### src/rtl/fridge_ctrl_pkg.sv
// Shared definitions for the fridge controller datapath.
//   comp_state_t : compressor protection FSM encoding (LOCKOUT=0, IDLE=1, START=2, RUN=3)
//   Q88_ONE      : 1.0 in signed Q8.8
//   DUTY_MAX     : full-scale 8-bit PWM duty (100 % high)
package fridge_ctrl_pkg;

    typedef enum logic [1:0] {
        ST_LOCKOUT = 2'd0,
        ST_IDLE    = 2'd1,
        ST_START   = 2'd2,
        ST_RUN     = 2'd3
    } comp_state_t;

    localparam logic signed [15:0] Q88_ONE  = 16'sh0100;
    localparam logic        [7:0]  DUTY_MAX = 8'd255;

endpackage

### src/rtl/compressor_pwm_driver_if.sv
// PID sample bus between pid_controller and compressor_pwm_driver.
//   pid_out   : signed Q8.8 controller output
//   pid_valid : 1-cycle strobe, pid_out holds a new sample
// master = pid_controller side (drives), slave = driver side (receives).
interface compressor_pwm_driver_if;

    logic signed [15:0] pid_out;
    logic               pid_valid;

    modport master (output pid_out, output pid_valid);
    modport slave  (input  pid_out, input  pid_valid);

endinterface

### src/rtl/compressor_pwm_driver_pwm_gen.sv
// 8-bit PWM generator with a 256-clk period.
//   clk, rst     : clock, asynchronous active-high reset
//   duty_target  : requested duty, sampled only when a new period begins
//   force_zero   : drops duty_applied and pwm_out to 0 on the next clk
//   duty_applied : duty currently used by the comparator
//   pwm_out      : registered (cnt < duty_applied) || (duty_applied == 255)
module pwm_gen
    import fridge_ctrl_pkg::*;
(
    input  logic       clk,
    input  logic       rst,
    input  logic [7:0] duty_target,
    input  logic       force_zero,
    output logic [7:0] duty_applied,
    output logic       pwm_out
);

    logic [7:0] cnt;
    logic [7:0] cnt_nxt;
    logic [7:0] duty_nxt;

    // A new target is taken only when the counter is about to wrap to 0,
    // so a period is never cut short or stretched by a mid-period change.
    always_comb begin
        cnt_nxt  = cnt + 8'd1;
        duty_nxt = duty_applied;
        if (force_zero) begin
            duty_nxt = 8'd0;
        end else if (cnt_nxt == 8'd0) begin
            duty_nxt = duty_target;
        end
    end

    // Output is computed from the next counter/duty values and registered,
    // so pwm_out always matches the registered cnt/duty_applied pair.
    always_ff @(posedge clk or posedge rst) begin
        if (rst) begin
            cnt          <= 8'd0;
            duty_applied <= 8'd0;
            pwm_out      <= 1'b0;
        end else begin
            cnt          <= cnt_nxt;
            duty_applied <= duty_nxt;
            pwm_out      <= (cnt_nxt < duty_nxt) || (duty_nxt == DUTY_MAX);
        end
    end

endmodule

### src/rtl/compressor_pwm_driver.sv
// Compressor driver: converts the signed Q8.8 PID output into a relay enable and
// a PWM speed command while enforcing min-off lockout, min-on soft-start,
// start/stop hysteresis and fault shutdown.
//   clk, rst      : clock, asynchronous active-high reset
//   enable        : driver enable
//   pid_if        : PID sample bus (pid_out, pid_valid)
//   fault         : compressor fault level input
//   fault_clr     : strobe, clears fault_latched when fault is low
//   comp_en       : compressor relay enable (registered from next state)
//   pwm_out       : PWM speed command
//   duty_applied  : duty used by the PWM generator
//   state         : protection FSM state
//   fault_latched : sticky fault flag
module compressor_pwm_driver
    import fridge_ctrl_pkg::*;
#(
    parameter bit          DEMAND_INVERT = 1'b1,
    parameter int unsigned TICK_DIV      = 50000,
    parameter int unsigned MIN_OFF_TICKS = 180000,
    parameter int unsigned MIN_ON_TICKS  = 60000,
    parameter logic [7:0]  START_THRESH  = 8'd64,
    parameter logic [7:0]  STOP_THRESH   = 8'd16,
    parameter logic [7:0]  START_DUTY    = 8'd128,
    parameter logic [7:0]  MIN_RUN_DUTY  = 8'd32
) (
    input  logic                          clk,
    input  logic                          rst,
    input  logic                          enable,
    compressor_pwm_driver_if.slave        pid_if,
    input  logic                          fault,
    input  logic                          fault_clr,
    output logic                          comp_en,
    output logic                          pwm_out,
    output logic [7:0]                    duty_applied,
    output logic [1:0]                    state,
    output logic                          fault_latched
);

    localparam int unsigned TICK_W    = $clog2(TICK_DIV);
    localparam int unsigned TIMER_SAT = (MIN_OFF_TICKS > MIN_ON_TICKS) ? MIN_OFF_TICKS : MIN_ON_TICKS;
    localparam int unsigned TIMER_W   = $clog2(TIMER_SAT + 1);

    localparam logic [TICK_W-1:0]  TICK_LAST = TICK_W'(TICK_DIV - 1);
    localparam logic [TIMER_W-1:0] TMR_SAT   = TIMER_W'(TIMER_SAT);
    localparam logic [TIMER_W-1:0] OFF_T     = TIMER_W'(MIN_OFF_TICKS);
    localparam logic [TIMER_W-1:0] ON_T      = TIMER_W'(MIN_ON_TICKS);

    // Signed demand -> 8-bit duty request, clamped to [0, 1.0).
    function automatic logic [7:0] demand_to_duty(input logic signed [15:0] pid);
        logic signed [16:0] ext;
        logic signed [16:0] d;
        ext = {pid[15], pid};
        d   = DEMAND_INVERT ? -ext : ext;   // 17 bits: -(-32768) stays positive
        if (d <= 17'sd0) begin
            return 8'd0;
        end else if (d >= $signed({1'b0, Q88_ONE})) begin
            return DUTY_MAX;
        end else begin
            return d[7:0];
        end
    endfunction

    function automatic logic [7:0] run_duty(input logic [7:0] req);
        return (req < MIN_RUN_DUTY) ? MIN_RUN_DUTY : req;
    endfunction

    comp_state_t         st;
    comp_state_t         st_nxt;
    logic [7:0]          duty_req_p1;
    logic [TICK_W-1:0]   tick_cnt;
    logic                tick;
    logic [TIMER_W-1:0]  timer;
    logic                entry;
    logic                comp_en_nxt;
    logic [7:0]          duty_target;
    logic                force_zero;

    // ---- stage p1: demand register ----
    always_ff @(posedge clk or posedge rst) begin
        if (rst) begin
            duty_req_p1 <= 8'd0;
        end else if (pid_if.pid_valid && enable) begin
            duty_req_p1 <= demand_to_duty(pid_if.pid_out);
        end
    end

    // ---- timebase and protection timer ----
    assign tick = (tick_cnt == TICK_LAST);

    // A fault restarts the off-time even when already in LOCKOUT, so the
    // minimum off period is always measured from the last fault.
    assign entry = (st_nxt != st) || fault;

    always_ff @(posedge clk or posedge rst) begin
        if (rst) begin
            tick_cnt <= '0;
            timer    <= '0;
        end else begin
            tick_cnt <= tick ? '0 : tick_cnt + TICK_W'(1);
            if (entry) begin
                timer <= '0;
            end else if (tick && (timer != TMR_SAT)) begin
                timer <= timer + TIMER_W'(1);
            end
        end
    end

    always_ff @(posedge clk or posedge rst) begin
        if (rst) begin
            fault_latched <= 1'b0;
        end else if (fault) begin
            fault_latched <= 1'b1;
        end else if (fault_clr) begin
            fault_latched <= 1'b0;
        end
    end

    // ---- protection FSM: state register ----
    always_ff @(posedge clk or posedge rst) begin
        if (rst) begin
            st      <= ST_LOCKOUT;
            comp_en <= 1'b0;
        end else begin
            st      <= st_nxt;
            comp_en <= comp_en_nxt;
        end
    end

    // ---- protection FSM: next state ----
    always_comb begin
        st_nxt = st;
        case (st)
            ST_LOCKOUT: if ((timer >= OFF_T) && !fault_latched)          st_nxt = ST_IDLE;
            ST_IDLE:    if (enable && (duty_req_p1 >= START_THRESH))     st_nxt = ST_START;
            ST_START:   if (timer >= ON_T)                               st_nxt = ST_RUN;
            ST_RUN:     if (!enable || (duty_req_p1 < STOP_THRESH))      st_nxt = ST_LOCKOUT;
            default:                                                     st_nxt = ST_LOCKOUT;
        endcase
        if (fault) begin
            st_nxt = ST_LOCKOUT;
        end
    end

    // ---- protection FSM: outputs (decoded from next state) ----
    always_comb begin
        comp_en_nxt = 1'b0;
        duty_target = 8'd0;
        force_zero  = 1'b1;
        case (st_nxt)
            ST_START: begin
                comp_en_nxt = 1'b1;
                duty_target = START_DUTY;
                force_zero  = 1'b0;
            end
            ST_RUN: begin
                comp_en_nxt = 1'b1;
                duty_target = run_duty(duty_req_p1);
                force_zero  = 1'b0;
            end
            default: ;
        endcase
    end

    assign state = st;

    // ---- PWM output stage ----
    pwm_gen u_pwm_gen (
        .clk          (clk),
        .rst          (rst),
        .duty_target  (duty_target),
        .force_zero   (force_zero),
        .duty_applied (duty_applied),
        .pwm_out      (pwm_out)
    );

endmodule
### src/flat_wrapper.sv
// flat-port wrapper written by rule: the top's interface ports become plain ports
module compressor_pwm_driver_flat import fridge_ctrl_pkg::*;
#(
    parameter bit          DEMAND_INVERT = 1'b1,
    parameter int unsigned TICK_DIV      = 50000,
    parameter int unsigned MIN_OFF_TICKS = 180000,
    parameter int unsigned MIN_ON_TICKS  = 60000,
    parameter logic [7:0]  START_THRESH  = 8'd64,
    parameter logic [7:0]  STOP_THRESH   = 8'd16,
    parameter logic [7:0]  START_DUTY    = 8'd128,
    parameter logic [7:0]  MIN_RUN_DUTY  = 8'd32
)
  (clk, rst, enable, fault, fault_clr, comp_en, pwm_out, duty_applied, state, fault_latched, pid_if_pid_out, pid_if_pid_valid);
  compressor_pwm_driver_if pid_if_i ();
  input  logic clk;
  input  logic rst;
  input  logic enable;
  input  logic fault;
  input  logic fault_clr;
  output logic comp_en;
  output logic pwm_out;
  output logic [7:0] duty_applied;
  output logic [1:0] state;
  output logic fault_latched;
  input wire logic [$bits(pid_if_i.pid_out)-1:0] pid_if_pid_out;
  input wire logic [$bits(pid_if_i.pid_valid)-1:0] pid_if_pid_valid;
  assign pid_if_i.pid_out = pid_if_pid_out;
  assign pid_if_i.pid_valid = pid_if_pid_valid;
  compressor_pwm_driver #(.DEMAND_INVERT(DEMAND_INVERT), .TICK_DIV(TICK_DIV), .MIN_OFF_TICKS(MIN_OFF_TICKS), .MIN_ON_TICKS(MIN_ON_TICKS), .START_THRESH(START_THRESH), .STOP_THRESH(STOP_THRESH), .START_DUTY(START_DUTY), .MIN_RUN_DUTY(MIN_RUN_DUTY)) u_core (.clk(clk), .rst(rst), .enable(enable), .pid_if(pid_if_i), .fault(fault), .fault_clr(fault_clr), .comp_en(comp_en), .pwm_out(pwm_out), .duty_applied(duty_applied), .state(state), .fault_latched(fault_latched));
endmodule
### config.mk
export PLATFORM = sky130hd
export DESIGN_NAME = compressor_pwm_driver_flat
export DESIGN_NICKNAME = d
export VERILOG_FILES = /design/src/rtl/fridge_ctrl_pkg.sv /design/src/rtl/compressor_pwm_driver_if.sv /design/src/rtl/compressor_pwm_driver_pwm_gen.sv /design/src/rtl/compressor_pwm_driver.sv /design/src/flat_wrapper.sv
export SDC_FILE = /design/constraint.sdc
export NUM_CORES = 1
export LEC_CHECK = 0
export BUFFER_PORTS_ARGS = -buffer_cell sky130_fd_sc_hd__buf_2
export CAP_MARGIN = 20
export CORE_ASPECT_RATIO = 0.75
export CORE_UTILIZATION = 31
export DETAILED_ROUTE_END_ITERATION = 7
export PLACE_DENSITY_LB_ADDON = 0.25
export SYNTH_ARGS = -nofsm -noshare
export SYNTH_HDL_FRONTEND = slang
export SYNTH_SLANG_ARGS = --single-unit
### constraint.sdc
create_clock -name clk -period 7.4 [get_ports clk]
set_clock_uncertainty 0.05 [all_clocks]
set_input_delay 0.74 -clock clk [delete_from_list [all_inputs] [get_ports clk]]
set_output_delay 0.74 -clock clk [all_outputs]
set_load 0.005 [all_outputs]
==> impl_results.rst, run 1 <==
.. list-table::
   :header-rows: 1

   * - Metric
     - Value
   * - Status
     - finished clean
   * - Diode insertion count for antenna repair
     - 0
   * - Clock transition time at the flip-flop clock pins of the worst setup and hold paths
     - 0.05 ns
   * - Post-DR wirelength/cell
     - 13.6 um
   * - Area share of the largest cell type after synthesis
     - 42.4%
   * - Fill cell total of the finished layout
     - 1206
   * - Leading post-synthesis cells by instance count
     - 63 x sky130_fd_sc_hd__dfrtp_1, 57 x sky130_fd_sc_hd__nor2_1, 37 x sky130_fd_sc_hd__nand2_1
   * - Final hold violations
     - 0
   * - Post-cts sizing count
     - 0
   * - Area grow syn2layout
     - 16.1%
   * - Sum of internal, switching and leakage power
     - 0.775 mW
   * - Sequential cell area
     - 0.00158 sq mm
   * - Finished Layout Cells
     - roughly 600
   * - First-pass detailed-route iteration total
     - 4
   * - Element type at the critical path end
     - flip-flop
   * - Initial detailed-routing violation count
     - 195
   * - Syn Area/Cell
     - 9.37 sq um
   * - Starting utilization of the core area
     - 31.9%
   * - Leakage power
     - approximately 1.9 nW
   * - Highest clock rate
     - 0.272 GHz
   * - Die width
     - 128 um
   * - Vias post-DR
     - around 2900
   * - Fraction of registers with async set or reset after synthesis
     - 100%
   * - Global placer's final weighted congestion
     - 0.841
   * - Final number of setup-violating endpoints
     - 0
   * - Clock sink count
     - 63
   * - Synth Cell Area
     - ~0.0037 sq mm
   * - Max clock buf depth
     - 2
   * - Count of buffers from port buffering
     - 34
   * - Least setup slack across all paths after layout
     - 3.72 ns
   * - DRC errors left
     - 0
   * - Die area
     - about 0.012 sq mm
   * - TritonCTS clock tree
     - done
   * - Routed via count divided by cell count
     - 4.85
   * - Number of buffers added to fix hold violations after cts
     - 0
   * - Sequential share of the synthesized area
     - roughly 42%
   * - Number of maximum-capacitance violations
     - 0
   * - Fraction of power consumed by the clock network
     - 48.8%
   * - Gr ovfl total
     - 0
   * - Max-slew headroom at the worst pin
     - 30.5%
   * - Net Switching
     - 0.176 mW
   * - Max-slew violation count
     - 0
   * - Unrepaired setup endpoints after global routing
     - no
   * - Maximum number of pins on one net before global-route repair
     - 64
   * - Share of total power in combinational logic
     - 5.0%
   * - Total global routing track utilization
     - 14.5%
   * - Worst path max stage delay
     - around 0.62 ns
   * - Final cycle utilization of the critical path
     - 49.8%
   * - Hold-critical path depth
     - 2
   * - Number of enable flip-flop cells after synthesis
     - 0
   * - WP data required
     - 7.58 ns
   * - Critical path, cell by cell
     - ha_1 > a211o_1 > a211o_1 > a221oi_4 > nor2_1 > a32oi_2 > ha_1 > a2111oi_0 > nand2_1 > nor2_1 > a221oi_2 > o41ai_2
   * - Peak supply drop
     - 0.102 mV
   * - Worst slack at placement
     - 3.76 ns
   * - CORE AREA
     - between 0.01 and 0.015 sq mm
   * - Internal Dissipation
     - 0.599 mW
   * - Warnings from Yosys
     - 0
   * - Largest fanout of any net on the critical path
     - 15
   * - Cell taking the most area after synthesis
     - sky130_fd_sc_hd__dfrtp_1
   * - Critical Path Start Type
     - flip-flop
   * - Layout cells sized above 1
     - 15.5%
   * - Post-layout min period
     - 3.68 ns
   * - Clock Latency Late Sink
     - 0.33 ns
   * - Switch share
     - a little under a quarter
   * - Most frequent cell after synthesis
     - sky130_fd_sc_hd__dfrtp_1
   * - Number of cell instances on the worst register-to-register path
     - 12
   * - Prevailing post-synth register cell
     - sky130_fd_sc_hd__dfrtp_1
   * - Worst Hold Class
     - flip-flop to flip-flop
   * - Worst slew pin tran
     - 1.03 ns
   * - Post-Synthesis Cells
     - between 300 and 400
   * - Max stage delay cell, worst path
     - sky130_fd_sc_hd__a221oi_4
   * - Antenna violations before repair
     - 0
   * - First-pass GRT wire length
     - 14.3 mm
   * - Netlist cell types
     - 66
   * - Synthesized netlist net count
     - 432
   * - Post-layout nets
     - 470
   * - Combined area of the multi-input logic cells
     - 0.00203 sq mm
   * - Total placed cells including tap cells
     - slightly below 600
   * - Post-detailed-routing wire length
     - 8.15 mm
   * - Power per cell area
     - 180 mW/mm^2
   * - TritonCTS buffer count
     - 9
   * - Top cells by area, synth
     - sky130_fd_sc_hd__dfrtp_1 42%, sky130_fd_sc_hd__xor2_1 6.4%, sky130_fd_sc_hd__nor2_1 5.8%
   * - Total Neg Setup Slack
     - 0 ns
   * - Num ports
     - 35
   * - H-tree depth
     - 3
   * - Postcts setup bufs
     - 0
   * - Number of global-route vias before repair
     - 2889
   * - Total half-perimeter wirelength after legalization and detailed placement
     - 5.92 mm
   * - Critical path type
     - flip-flop to flip-flop
   * - Post-synthesis register bit count
     - 63
   * - CTS Root Cell
     - sky130_fd_sc_hd__clkbuf_16
   * - Y dimension of the die
     - 96.9 um
   * - Post-DRT Antenna Nets
     - 0
   * - WP data arrival
     - a little under 4 ns
   * - Number of standard-cell rows in the floorplan
     - 34
   * - Share of power burned in registers
     - 46.2%
state kept, by name, indices dropped and copies added (netlist names):
name,cells
u_core.duty_req_p1,8
u_core.comp_en,1
u_core.u_pwm_gen.duty_applied,8
u_core.u_pwm_gen.cnt,8
u_core.tick_cnt,16
u_core.u_pwm_gen.pwm_out,1
u_core.fault_latched,1
u_core.timer,18
u_core.state,2
final timing paths:
| path | startpoint | endpoint | slack, ns |
|---|---|---|---|
| max | u_core.u_pwm_gen.cnt[0] | u_core.u_pwm_gen.pwm_out | 3.72 |
| min | u_core.duty_req_p1[0] | u_core.duty_req_p1[0] | 0.46 |
| max reg2reg | u_core.u_pwm_gen.cnt[0] | u_core.u_pwm_gen.pwm_out | 3.72 |
| min reg2reg | u_core.duty_req_p1[0] | u_core.duty_req_p1[0] | 0.46 |
| max in group asynchronous | rst | u_core.fault_latched | 6.19 |
| min in group asynchronous | rst | u_core.tick_cnt[14] | 0.60 |
cell usage in the layout, fill, tap and decap left out, types with 4 or more instances in the layout:
cell                        count
sky130_fd_sc_hd__or2_2          4
sky130_fd_sc_hd__and3_1         4
sky130_fd_sc_hd__ha_1          13
sky130_fd_sc_hd__inv_1         17
sky130_fd_sc_hd__nand4_1       10
sky130_fd_sc_hd__dfrtp_1       63
sky130_fd_sc_hd__and2_1         6
sky130_fd_sc_hd__nand3_1       18
sky130_fd_sc_hd__nor2_1        57
sky130_fd_sc_hd__xor2_1        27
sky130_fd_sc_hd__buf_2         35
sky130_fd_sc_hd__nor3_1        11
sky130_fd_sc_hd__clkbuf_16      9
sky130_fd_sc_hd__nand2_1       37
sky130_fd_sc_hd__o21ai_1       18
sky130_fd_sc_hd__clkbuf_1       4
sky130_fd_sc_hd__o21ai_0        5
sky130_fd_sc_hd__nor4_1         5
sky130_fd_sc_hd__nor2b_1        4
sky130_fd_sc_hd__xnor2_1       16
sky130_fd_sc_hd__a21oi_1        9
power groups by stage:
stage / Sequential, mW / Combinational (mW) / Clock [mW]
finish: 0.358 / 0.0389 / 0.378
global route: 0.358 / 0.0452 / 0.406
CTS: 0.358 / 0.0402 / 0.389
detailed placement: 0.364 / 0.0399 / 0
floorplan: 0.361 / 0.0251 / 0
global placement: 0.364 / 0.0393 / 0
stage by stage:
| stage | util (%) | cell area (sq um) | hold WS (ns) |
|---|---|---|---|
| 2_1_floorplan | - | 3720 | 0.405 |
| 3_3_place_gp | 34.8 | 4050 | 0.432 |
| 3_5_place_dp | 34.8 | 4060 | 0.437 |
| 4_1_cts | 37.0 | 4320 | 0.447 |
| 5_1_grt | 37.0 | 4320 | 0.473 |
| 6_report | 37.0 | 4320 | 0.455 |
routing by layer:
layer | global-route usage, % | part of all wire (%) | vias to the layer above
met5 | 0 | 0 | -
met2 | 21.4 | 43 | 46
met4 | 4.52 | 1.2 | 0
li1 | - | - | 1475
met3 | 4.26 | 3.3 | 9
met1 | 20.4 | 52 | 1387
logic make-up after synthesis:
kind of cell	Yosys count	share of synthesized area (%)
and+or+nand+nor	184	25.5
AOI/OAI and AO/OA	65	14.2
DFF	63	42.4
xor gates and xnor gates	43	10.1
buffers and inverters	28	3.13
adders and majority gates	13	4.37
muxes	1	0.269
area by class of cell:
type	count	share of cell area, %
clock buffers	14	5.88
flip-flops and latches	63	36.5
repair buffers	36	4.23
clock inverters	1	0.116
well taps	162	4.69
inverters	19	1.65
multi-input cells	306	46.9
critical path: cells and delay by family, from the launching register on:
kind,cells,cell delay (ns)
AOI/OAI and AO/OA,7,2.06
adders and majority gates,2,0.61
DFF,1,0.44
and+or+nand+nor,3,0.43
No activity file was read; power rests on OpenSTA's default activity.
==> inputs of run 2 (changes only) <==
- clock period: 7.4 -> 3.36 ns (I/O delays scaled with it)
==> impl_results.rst, run 2 (synthesis results as in run 1) <==
.. list-table::
   :header-rows: 1

   * - Metric
     - Value
   * - Starting utilization of the core area
     - 31.9%
   * - H-tree depth
     - 3
   * - Y dimension of the die
     - 96.9 um
   * - Critical register-to-register path endpoint
     - u_core.u_pwm_gen.pwm_out
   * - Total half-perimeter wirelength after legalization and detailed placement
     - 6.05 mm
   * - Flip-flop count of the largest register after layout
     - 18
   * - Number of global-route vias before repair
     - approximately 3000
   * - Largest fanout of any net on the critical path
     - 3
   * - Clock sink count
     - 63
   * - Number of maximum-capacitance violations
     - 0
   * - Highest clock rate
     - 0.313 GHz
   * - Fill cell total of the finished layout
     - 1187
   * - Post-DR wirelength/cell
     - roughly 13 um
   * - Num ports
     - 35
   * - First-pass GRT wire length
     - 14.5 mm
   * - Number of standard-cell rows in the floorplan
     - 34
   * - Setup crit start
     - u_core.u_pwm_gen.cnt[1]
   * - Post-layout nets
     - roughly 490
   * - Final cycle utilization of the critical path
     - 95.1%
   * - Power per cell area
     - ~380 mW/mm^2
   * - Max clock buf depth
     - 2
   * - TritonCTS clock tree
     - done
   * - WP data required
     - 3.54 ns
   * - First-pass detailed-route iteration total
     - 4
   * - Layout cells sized above 1
     - about a fifth
   * - Vias post-DR
     - 3000
   * - Worst slew pin tran
     - 0.727 ns
   * - Post-DRT Antenna Nets
     - 0
   * - Max-slew violation count
     - 0
   * - Count of buffering cells on the critical path with inverters included
     - 2
   * - Leakage power
     - 2.02 nW
   * - CTS Root Cell
     - sky130_fd_sc_hd__clkbuf_16
   * - Max-slew headroom at the worst pin
     - 51.5%
   * - Most common library cell in the layout ignoring fill and taps
     - sky130_fd_sc_hd__dfrtp_1
   * - Routed via count divided by cell count
     - 4.86
   * - Final hold violations
     - 0
   * - Diode insertion count for antenna repair
     - 0
   * - DRC errors left
     - 0
   * - Maximum number of pins on one net before global-route repair
     - 36
   * - Reg2Reg Launch Point
     - u_core.u_pwm_gen.cnt[1]
   * - Die width
     - around 130 um
   * - Post-detailed-routing wire length
     - 8.13 mm
   * - Clock transition time at the flip-flop clock pins of the worst setup and hold paths
     - 0.05 ns
   * - Gr ovfl total
     - 0
   * - Total global routing track utilization
     - 14.7%
   * - Max stage delay cell, worst path
     - sky130_fd_sc_hd__a2111oi_1
   * - Final number of setup-violating endpoints
     - 0
   * - CORE AREA
     - 0.0117 sq mm
   * - Die area
     - around 0.012 sq mm
   * - Antenna violations before repair
     - 0
   * - Reg-to-reg slack, setup
     - 0.16 ns
   * - Register with the most flip-flops
     - u_core.timer
   * - Most frequent cells in the layout
     - 63 x sky130_fd_sc_hd__dfrtp_1, 55 x sky130_fd_sc_hd__nor2_1, 36 x sky130_fd_sc_hd__nand2_1
   * - Number of cell instances on the worst register-to-register path
     - 13
   * - Count of buffers from port buffering
     - 34
   * - Area grow syn2layout
     - 21.9%
   * - Clock Latency Late Sink
     - approximately 0.33 ns
   * - Status
     - finished clean
   * - Element type at the critical path end
     - flip-flop
   * - Post-layout min period
     - between 3 and 4 ns
   * - Critical path, cell by cell
     - ha_1 > a211o_1 > a211o_1 > a221oi_4 > buf_4 > buf_4 > a32oi_2 > ha_1 > a2111oi_1 > nand2_2 > nor2_2 > a221oi_2 > o41ai_2
   * - Peak supply drop
     - 0.240 mV
   * - TritonCTS buffer count
     - 9
   * - Worst slack on hold paths
     - 0.0802 ns
   * - Worst Hold Class
     - input port to async pin
   * - Critical Path Start Type
     - flip-flop
   * - Critical path type
     - flip-flop to flip-flop
   * - WP data arrival
     - 3.37 ns
   * - Initial detailed-routing violation count
     - 97
   * - Biggest regs
     - u_core.timer x18, u_core.tick_cnt x16
   * - Worst path max stage delay
     - 0.49 ns
   * - Total Neg Setup Slack
     - 0 ns
   * - Global placer's final weighted congestion
     - 0.789
   * - Cell family with the largest share of critical-path delay
     - compound AO/OA/AOI/OAI gates
   * - Number of buffers added to fix hold violations after cts
     - 0
## run 2: cell count changes in the layout (fill, tap and decap cells not counted), sizes merged
cell and change:
clkbuf -2, buf +18
## run 2: area by class of cell
cell class                 count  area (sq um)  share of cell area (%)
inverter                      19          71.3                    1.57
timing repair buffer          54           324                    7.15
clock inverter                 1          5.00                   0.110
tap                          162           203                    4.47
clock buffer                  12           267                    5.88
multi-input combinational    306          2090                    46.0
sequential                    63          1580                    34.8
## run 2: power by group
| group | internal (mW) | leakage, nW | switching [mW] | total (mW) |
|---|---|---|---|---|
| clock network | 0.544 | 0.136 | 0.304 | 0.848 |
| registers | 0.773 | 0.838 | 0.0144 | 0.788 |
| logic | 0.0356 | 1.04 | 0.0567 | 0.0923 |
| total | 1.35 | 2.02 | 0.375 | 1.73 |
## run 2: what timing repair did
item,in CTS,in global routing
setup buffers,0,6
setup endpoints to repair,0,1
resized for setup,0,14
## run 2: per-stage QoR
step | util [%] | cells | cell area, sq um | power [mW] | setup slack (ns)
final | 38.9 | 617 | 4530 | 1.73 | 0.164
after floorplan | - | 397 | 3720 | 0.851 | 0.162
after global routing | 38.9 | 617 | 4530 | 1.81 | -0.0111
after detailed placement | 35.6 | 598 | 4150 | 0.892 | 0.0563
after CTS | 37.9 | 611 | 4420 | 1.75 | 0.0412
after global placement | 35.6 | 598 | 4150 | 0.891 | 0.166
## run 2: worst max path at each step
stage                               endpoint  slack (ns)  cells after the start
floorplan           u_core.u_pwm_gen.pwm_out        0.16                     13
global placement    u_core.u_pwm_gen.pwm_out        0.17                     13
detailed placement  u_core.u_pwm_gen.pwm_out        0.06                     13
CTS                 u_core.u_pwm_gen.pwm_out        0.04                     13
global route        u_core.u_pwm_gen.pwm_out       -0.01                     13
finish              u_core.u_pwm_gen.pwm_out        0.16                     13
## run 2: worst reg2reg max path: stages, from the launching register on
cell and delay, ns:
sky130_fd_sc_hd__dfrtp_1 0.39, sky130_fd_sc_hd__ha_1 0.20, sky130_fd_sc_hd__a211o_1 0.25, sky130_fd_sc_hd__a211o_1 0.30, sky130_fd_sc_hd__a221oi_4 0.35, sky130_fd_sc_hd__buf_4 0.17, sky130_fd_sc_hd__buf_4 0.11, sky130_fd_sc_hd__a32oi_2 0.11
sky130_fd_sc_hd__ha_1 0.32, sky130_fd_sc_hd__a2111oi_1 0.49, sky130_fd_sc_hd__nand2_2 0.12, sky130_fd_sc_hd__nor2_2 0.11, sky130_fd_sc_hd__a221oi_2 0.08, sky130_fd_sc_hd__o41ai_2 0.06
## run 2: layer usage
metal / global-route usage (%) / up-vias / routed length [um]
met1: 20.8 / 1411 / 4180
li1: - / 1515 / -
met5: 0 / - / 0
met2: 21.2 / 56 / 3450
met3: 4.54 / 18 / 333
met4: 5.07 / 0 / 159
==> inputs of run 3 (changes only) <==
- CELL_PAD_IN_SITES_DETAIL_PLACEMENT: default -> 1
- CELL_PAD_IN_SITES_GLOBAL_PLACEMENT: default -> 1
==> impl_results.rst, run 3 (synthesis results as in run 1) <==
.. list-table::
   :header-rows: 1

   * - Metric
     - Value
   * - Status
     - finished clean
   * - Most frequent cells in the layout
     - 63 x sky130_fd_sc_hd__dfrtp_1, 57 x sky130_fd_sc_hd__nor2_1, 37 x sky130_fd_sc_hd__nand2_1
   * - Clock transition time at the flip-flop clock pins of the worst setup and hold paths
     - ~0.06 ns
   * - Gr ovfl total
     - 0
   * - Post-layout min period
     - roughly 3.2 ns
   * - Share of power burned in registers
     - 43.6%
   * - WP data required
     - 3.52 ns
   * - Placed cell areas
     - 0.00417 sq mm
   * - TritonCTS buffer count
     - 9
   * - Net Switching
     - 0.410 mW
   * - Clock sink count
     - 63
   * - Starting utilization of the core area
     - 31.9%
   * - Setup crit start
     - u_core.u_pwm_gen.cnt[1]
   * - Reg2Reg Launch Point
     - u_core.u_pwm_gen.cnt[1]
   * - Max stage delay cell, worst path
     - sky130_fd_sc_hd__dfrtp_1
   * - Critical Path Start Type
     - flip-flop
   * - TritonCTS clock tree
     - done
   * - Final hold violations
     - 0
   * - Most common library cell in the layout ignoring fill and taps
     - sky130_fd_sc_hd__dfrtp_1
   * - Largest fanout of any net on the critical path
     - 9
   * - CORE AREA
     - 0.0117 sq mm
   * - Number of standard-cell rows in the floorplan
     - 34
   * - Critical path type
     - flip-flop to flip-flop
   * - Total global routing track utilization
     - 16.7%
   * - Num ports
     - 35
   * - Element type at the critical path end
     - flip-flop
   * - Switch share
     - about 23%
   * - Launch point of the worst hold path
     - fault_clr
   * - Clock Latency Late Sink
     - between 0.3 and 0.4 ns
   * - Post-layout nets
     - between 400 and 500
   * - Number of buffers added to fix hold violations after cts
     - 0
   * - Worst path max stage delay
     - approximately 0.39 ns
   * - Number of global-route vias before repair
     - 3219
   * - Count of buffers from port buffering
     - 34
   * - Max-slew violation count
     - 0
   * - Post-DRT Antenna Nets
     - 0
   * - Post-DR wirelength/cell
     - 15.1 um
   * - CTS Root Cell
     - sky130_fd_sc_hd__clkbuf_16
   * - Initial detailed-routing violation count
     - around 110
   * - Max-slew headroom at the worst pin
     - around 40%
   * - Worst slew pin tran
     - 0.897 ns
   * - Number of maximum-capacitance violations
     - 0
   * - Layout cells sized above 1
     - 20.7%
   * - Routed via count divided by cell count
     - 4.95
   * - Worst Hold Class
     - input port to flip-flop
   * - Power per cell area
     - roughly 400 mW/mm^2
   * - WP data arrival
     - 3.31 ns
   * - First-pass detailed-route iteration total
     - 5
   * - Leakage power
     - a little over 2 nW
   * - Non-Filler Cell Area, Final
     - 0.00456 sq mm
   * - Fraction of power consumed by the clock network
     - around 50%
   * - H-tree depth
     - 3
   * - Antenna violations before repair
     - 0
   * - Critical path, cell by cell
     - ha_2 > a211o_1 > a211o_1 > a221oi_4 > buf_12 > and4bb_1 > o21ai_2 > ha_1 > o21a_1 > o21a_1 > o2111ai_1 > a221oi_2 > o41ai_2
   * - Internal Dissipation
     - ~1.4 mW
   * - First-pass GRT wire length
     - 16.4 mm
   * - Worst slack at placement
     - 0.0473 ns
   * - Area grow syn2layout
     - 22.6%
   * - Global placer's final weighted congestion
     - 0.796
   * - Biggest regs
     - u_core.timer x18, u_core.tick_cnt x16
   * - Share of total power in combinational logic
     - 5.2%
   * - Least setup slack across all paths after layout
     - 0.209 ns
   * - Post-detailed-routing wire length
     - 9.35 mm
   * - Final cycle utilization of the critical path
     - 93.8%
   * - Fill cell total of the finished layout
     - 1387
   * - DRC errors left
     - 0
   * - Die area
     - around 0.012 sq mm
   * - Maximum number of pins on one net before global-route repair
     - 44
   * - Y dimension of the die
     - 96.9 um
   * - Vias post-DR
     - 3068
   * - Highest clock rate
     - between 0.3 and 0.4 GHz
   * - Final number of setup-violating endpoints
     - 0
   * - Diode insertion count for antenna repair
     - 0
   * - Cell family with the largest share of critical-path delay
     - compound AO/OA/AOI/OAI gates
   * - Peak supply drop
     - 0.251 mV
   * - Count of buffering cells on the critical path with inverters included
     - 1
   * - Die width
     - 128 um
   * - Register with the most flip-flops
     - u_core.timer
   * - Flip-flop count of the largest register after layout
     - 18
   * - Max clock buf depth
     - 2
   * - Total half-perimeter wirelength after legalization and detailed placement
     - approximately 7.1 mm
[run 3: routing by layer]
metal	GRT usage [%]	part of all wire [%]	vias up
li1	-	-	1511
met1	23.6	51	1511
met2	25.1	45	40
met3	4.31	3.5	6
met4	4.52	0.80	0
met5	0	0	-
[run 3: final timing paths]
path / endpoint / slack [ns] / depth (start not counted)
setup / recovery: u_core.u_pwm_gen.pwm_out / 0.21 / 13
hold / removal: u_core.fault_latched / 0.14 / 2
setup reg to reg: u_core.u_pwm_gen.pwm_out / 0.21 / 13
hold reg to reg: u_core.duty_req_p1[0] / 0.47 / 2
max in group asynchronous: u_core.timer[14] / 2.38 / 3
min in group asynchronous: u_core.tick_cnt[14] / 0.15 / 2
[run 3: power by group through the flow]
stage	sequential [mW]	clock [mW]	combinational (mW)
floorplan	0.796	0	0.0554
global placement	0.799	0	0.0943
detailed placement	0.800	0	0.0971
CTS	0.787	0.959	0.0973
global route	0.789	0.993	0.110
finish	0.787	0.926	0.0941
[run 3: through the flow]
stage	hold WS, ns	total power, mW	util, %	setup TNS (ns)	std cells
floorplan	0.352	0.851	-	0	397
global placement	0.434	0.893	35.8	0	601
detailed placement	0.444	0.897	35.8	0	601
global route	0.130	1.89	39.1	-0.00145	620
finish	0.143	1.81	39.1	0	620
CTS	0.126	1.84	38.4	0	616
[run 3: cell type report]
| type | count | area [sq um] | share of cell area [%] |
|---|---|---|---|
| well taps | 162 | 203 | 4.44 |
| inverters | 19 | 71.3 | 1.56 |
| clock inverters | 5 | 58.8 | 1.29 |
| repair buffers | 55 | 340 | 7.46 |
| flip-flops and latches | 63 | 1580 | 34.6 |
| multi-input cells | 306 | 2070 | 45.4 |
| clock buffers | 10 | 239 | 5.24 |
[run 3: timing repair]
item | in CTS | in global routing
setup buffers | 0 | 4
endpoints found under the setup margin | 0 | 1
gates resized for setup | 0 | 9
hold endpoints to repair | 0 | 0
